[src/rtl/fsic_io_serdes_tx.sv]
// fsic_io_serdes_tx: single-lane transmit serializer for the FSIC io_serdes link.
// Parallel words enter a small FIFO through a valid/ready handshake and are shifted
// out LSB-first, one bit per ioclk, aligned to a free-running word-phase counter.
// Optional build macro FSIC_TX_UNDERFLOW_CNT_EN adds a saturating 8-bit count of
// word loads taken from an empty FIFO (port underflow_cnt).
module fsic_io_serdes_tx #(
    parameter int pCLK_RATIO    = 4,
    parameter int pTxFIFO_DEPTH = 4
) (
    input  logic                             ioclk,
    input  logic                             axis_rst,
    input  logic                             txen,
    input  logic [pCLK_RATIO-1:0]            txdata_in,
    input  logic                             txdata_valid,
    output logic                             txdata_ready,
    output logic                             serial_data_out,
    output logic                             txclk_en,
    output logic [$clog2(pCLK_RATIO)-1:0]    phase_out,
    output logic [$clog2(pTxFIFO_DEPTH):0]   fifo_level
`ifdef FSIC_TX_UNDERFLOW_CNT_EN
    ,
    output logic [7:0]                       underflow_cnt
`endif
);

    localparam int PW = $clog2(pCLK_RATIO);
    localparam int AW = $clog2(pTxFIFO_DEPTH);
    localparam int LW = AW + 1;

    localparam logic [PW-1:0] LAST_PHASE = PW'(pCLK_RATIO - 1);
    localparam logic [LW-1:0] FULL_LEVEL = LW'(pTxFIFO_DEPTH);

    typedef enum logic [1:0] {
        StIdle,
        StRun,
        StDrain
    } state_t;

    state_t                  state;
    logic [PW-1:0]           phase;
    logic [pCLK_RATIO-1:0]   shift_reg;

    logic [pCLK_RATIO-1:0]   mem [pTxFIFO_DEPTH];
    logic [AW-1:0]           wr_ptr;
    logic [AW-1:0]           rd_ptr;
    logic [LW-1:0]           count;

    logic                    fifo_full;
    logic                    fifo_empty;
    logic                    push;
    logic                    pop;
    logic                    boundary;
    logic [pCLK_RATIO-1:0]   load_word;

    // Handshake, word-boundary detect and the word to load at that boundary.
    // Every state moves to RUN exactly when txen is high, so the boundary is
    // simply the last phase with txen sampled high (IDLE parks on the last phase).
    always_comb begin
        fifo_full  = (count == FULL_LEVEL);
        fifo_empty = (count == '0);
        push       = txdata_valid && !fifo_full;
        boundary   = (phase == LAST_PHASE) && txen;
        pop        = boundary && !fifo_empty;
        load_word  = fifo_empty ? '0 : mem[rd_ptr];
    end

    // Lane FSM: state, bit phase, shift register and registered clock enable.
    always_ff @(posedge ioclk or posedge axis_rst) begin
        if (axis_rst) begin
            state     <= StIdle;
            phase     <= LAST_PHASE;
            shift_reg <= '0;
            txclk_en  <= 1'b0;
        end else begin
            unique case (state)
                StIdle: begin
                    if (txen) begin
                        state    <= StRun;
                        phase    <= '0;
                        txclk_en <= 1'b1;
                    end
                end
                StRun, StDrain: begin
                    if (txen) begin
                        state <= StRun;
                        phase <= phase + PW'(1);
                    end else if (phase == LAST_PHASE) begin
                        // Word finished with the lane disabled: park without loading.
                        state    <= StIdle;
                        phase    <= LAST_PHASE;
                        txclk_en <= 1'b0;
                    end else begin
                        state <= StDrain;
                        phase <= phase + PW'(1);
                    end
                end
                default: begin
                    state    <= StIdle;
                    phase    <= LAST_PHASE;
                    txclk_en <= 1'b0;
                end
            endcase
            if (boundary) begin
                shift_reg <= load_word;
            end
        end
    end

    // FIFO storage; contents are don't-care while not occupied, so no reset.
    always_ff @(posedge ioclk) begin
        if (push) begin
            mem[wr_ptr] <= txdata_in;
        end
    end

    // FIFO pointers and occupancy; pointers wrap naturally at the power-of-2 depth.
    always_ff @(posedge ioclk or posedge axis_rst) begin
        if (axis_rst) begin
            wr_ptr <= '0;
            rd_ptr <= '0;
            count  <= '0;
        end else begin
            if (push) begin
                wr_ptr <= wr_ptr + AW'(1);
            end
            if (pop) begin
                rd_ptr <= rd_ptr + AW'(1);
            end
            unique case ({push, pop})
                2'b10:   count <= count + LW'(1);
                2'b01:   count <= count - LW'(1);
                default: count <= count;
            endcase
        end
    end

`ifdef FSIC_TX_UNDERFLOW_CNT_EN
    // Saturating count of boundary loads that found the FIFO empty.
    always_ff @(posedge ioclk or posedge axis_rst) begin
        if (axis_rst) begin
            underflow_cnt <= 8'h00;
        end else if (boundary && fifo_empty && (underflow_cnt != 8'hFF)) begin
            underflow_cnt <= underflow_cnt + 8'h01;
        end
    end
`endif

    // Output decode straight from registers; phase 0 carries bit 0.
    always_comb begin
        txdata_ready    = !fifo_full;
        fifo_level      = count;
        phase_out       = phase;
        serial_data_out = shift_reg[phase] & txclk_en;
    end

endmodule

[config.mk]
export PLATFORM = sky130hd
export DESIGN_NAME = fsic_io_serdes_tx
export DESIGN_NICKNAME = d
export VERILOG_FILES = /design/src/rtl/fsic_io_serdes_tx.sv
export SDC_FILE = /design/constraint.sdc
export NUM_CORES = 1
export LEC_CHECK = 0
export CAP_MARGIN = 20
export CORE_ASPECT_RATIO = 1.2
export CORE_MARGIN = 4
export CORE_UTILIZATION = 39
export CTS_BUF_LIST = sky130_fd_sc_hd__clkbuf_16
export DETAILED_ROUTE_END_ITERATION = 10
export PLACE_DENSITY_LB_ADDON = 0.1
export SKIP_CTS_REPAIR_TIMING = 1
export SYNTH_ARGS = -nofsm -noshare
export SYNTH_HDL_FRONTEND = slang
export SYNTH_SLANG_ARGS = --single-unit
[constraint.sdc]
create_clock -name ioclk -period 5.5 [get_ports ioclk]
set_input_delay 0.55 -clock ioclk [delete_from_list [all_inputs] [get_ports ioclk]]
set_output_delay 0.55 -clock ioclk [all_outputs]
set_load 0.03 [all_outputs]
==> summary.txt <==
Timing
  • Setup Total Neg Slack: 0 ns
  • Max_slew headroom: about three fifths
  • Worst slew pin tran: 0.598 ns
  • RSZ-0062 raised after global routing: false
  • Max Clk Rate: 375 MHz
  • Final hold vios: 0
  • Max Slew Vio Count: 0
  • Final period util: 48.5%
  • Worst Setup Slack, final: 2.83 ns
  • Minimum clock period: 2.67 ns
  • Clk_skew: between 0.004 and 0.005 ns
  • Finish-stage setup viols: 0

Floorplanning
  • Die W: roughly 64 µm
  • Die Y: about 76 µm
  • Core area: ~0.0037 mm²
  • Number of placed I/O pins: 16
  • Row count: 24
  • Initial Utilization: 40.7%
  • Die area: 0.00488 mm²

Clocking
  • CTS tree: yes
  • CTS sink count: 32
  • CTS HTree Levels: 2
  • CTS buffer count: 5
  • Clk buf depth: 2
  • Clock transition at path regs: about 0.05 ns
  • Worst skew pair latency: around 0.27 ns
  • Clk root buf: clkbuf_16

Global route
  • Total gr overflow: 0
  • Vias in the first global route: 934
  • Initial antenna violation count: 0
  • GRT Total Usage: 11.6%
  • Largest net degree at the start of global routing: 17
  • Wire length of the first global-routing pass: about 4200 µm

Place
  • Pre-CTS setup slack: 2.83 ns
  • Dpl hpwl: 1800 µm
  • Final RePlAce weighted congestion: 0.708
  • I/O Buffers: 15
  • Post-place instance area: 0.00169 mm²

Synth
  • Post-synth EDFFs: 16
  • Ys async rst share: 50.0%
  • Share of the synthesized area in the top cell type: 32.2%
  • Post-Syn Area: 0.00149 mm²
  • Most frequent cell after synthesis: edfxtp_1
  • Ys flop type: edfxtp_1
  • Synth Instances: 105
  • Synth warn: 0
  • Avg Inst Size Synth: 14.2 µm²
  • Syn_nets: roughly 120
  • Area leader, netlist: edfxtp_1
  • Sequential area share after synthesis: around three fifths
  • Top cells by area, synth: edfxtp_1 (32%), dfrtp_1 (24%), ha_1 (8.4%)
  • Commonest cells in the netlist: edfxtp_1 (16), dfrtp_1 (14), inv_1 (11), ha_1 (10), nor2_1 (6)
  • Seq cells post-synth: 32
  • Distinct cells, synth: 29

Drt
  • Detailed Route Iter0 Violations: 32
  • DR vias/cell: between 4 and 5
  • Detailed Routing Iterations Pass 1: 4
  • Routed Antenna Nets: 0
  • Vias after detailed routing: 846
  • Post-Route WL: 2340 µm
  • DRC Markers: 0
  • Wirelength per Cell: ~13 µm

Final layout
  • Final Cell Area: between 0.0015 and 0.002 mm²
  • Filler cells: 345
  • Syn-to-layout area delta: 24.2%
  • Layout cells sized above 1: about 18%
  • # nets final: ~140
  • Antenna Cells: 0
  • Max FFs per register: 16

Critical path
  • Crit end category: primary output
  • Startpoint types: flip-flop
  • Critical path class: reg2out
  • Worst EP arrival: 2.12 ns
  • Maximum fanout along the worst path: 6
  • Worst setup path start: phase_out[0]
  • R2R Path Start: phase_out[0]
  • CP required: 4.95 ns

Hold path
  • Worst hold start: shift_reg[3]
  • Worst min-delay path class: reg2reg

Pwr
  • Total leakage power: 0.771 nW
  • PwrDens: 628 mW/mm²
  • Maximum vdd ir drop: roughly 0.00027 V

Status
  • Run status: finished clean

Job
  • Max-cap violation count: 0
-- final timing paths --
check,end,slack [ns],depth (start not counted)
worst min register to register,shift_reg[3],0.50,1
worst min-delay path,shift_reg[3],0.50,1
min in group asynchronous,txclk_en,0.65,2
worst max register to register,fifo_level[2],3.24,8
worst max-delay path,serial_data_out,2.83,3
max in group asynchronous,wr_ptr[0],4.46,2
-- layer usage --
metal | routed length (µm) | GRT usage (%)
met5 | 0 | 0
met4 | 26 | 5.63
met3 | 92 | 3.98
met2 | 1220 | 19.8
met1 | 1010 | 13.1
-- cell type report --
type                    instances  area (µm²)  area share (%)
repair buffers                 15         150            8.11
clock inverters                 3        38.8            2.10
inverters                      11        41.3            2.23
clock buffers                   5         125            6.76
well taps                      52        65.1            3.52
flip-flops and latches         32         883            47.7
multi-input cells              58         547            29.5
-- stage by stage --
step	hold WS (ns)	power (mW)	std cells	utilization, %
2_1_floorplan	0.462	0.741	105	-
3_3_place_gp	0.491	0.866	168	46.0
3_5_place_dp	0.494	0.879	168	46.0
4_1_cts	0.506	1.18	176	50.5
5_1_grt	0.525	1.25	176	50.5
6_report	0.501	1.16	176	50.5
-- cell usage in the layout (no fill, tap or decap), types with 3 or more instances in the layout --
cell             count
edfxtp_1            16
clkdlybuf4s50_1     15
dfrtp_1             14
inv_1               12
ha_1                10
nor2_1               6
mux4_2               5
clkbuf_16            5
a22o_1               4
and3_2               4
xnor2_1              3
xor2_1               3
nand2_1              3
a21oi_1              3
-- logic make-up after synthesis --
kind of cell	count (synthesis)	synth area share (%)
AO/OA/AOI/OAI	14	6.55
adder cells (fa/ha/maj)	11	9.74
multiplexers	7	9.24
XOR/XNOR	6	3.53
flip-flops	32	59.3
buffers and inverters	15	4.03
AND/OR/NAND/NOR	20	7.64
-- critical path, stage by stage, from the launching register on --
cell and delay [ns]:
dfstp_2 0.59, mux4_2 0.50, and2_1 0.17, clkdlybuf4s50_1 0.58
-- power breakdown --
group / internal (mW) / leakage, nW / switching [mW]
logic: 0.219 / 0.348 / 0.221
registers: 0.346 / 0.338 / 0.0754
clock network: 0.210 / 0.0850 / 0.0891
No activity file was read; power rests on OpenSTA's default activity.
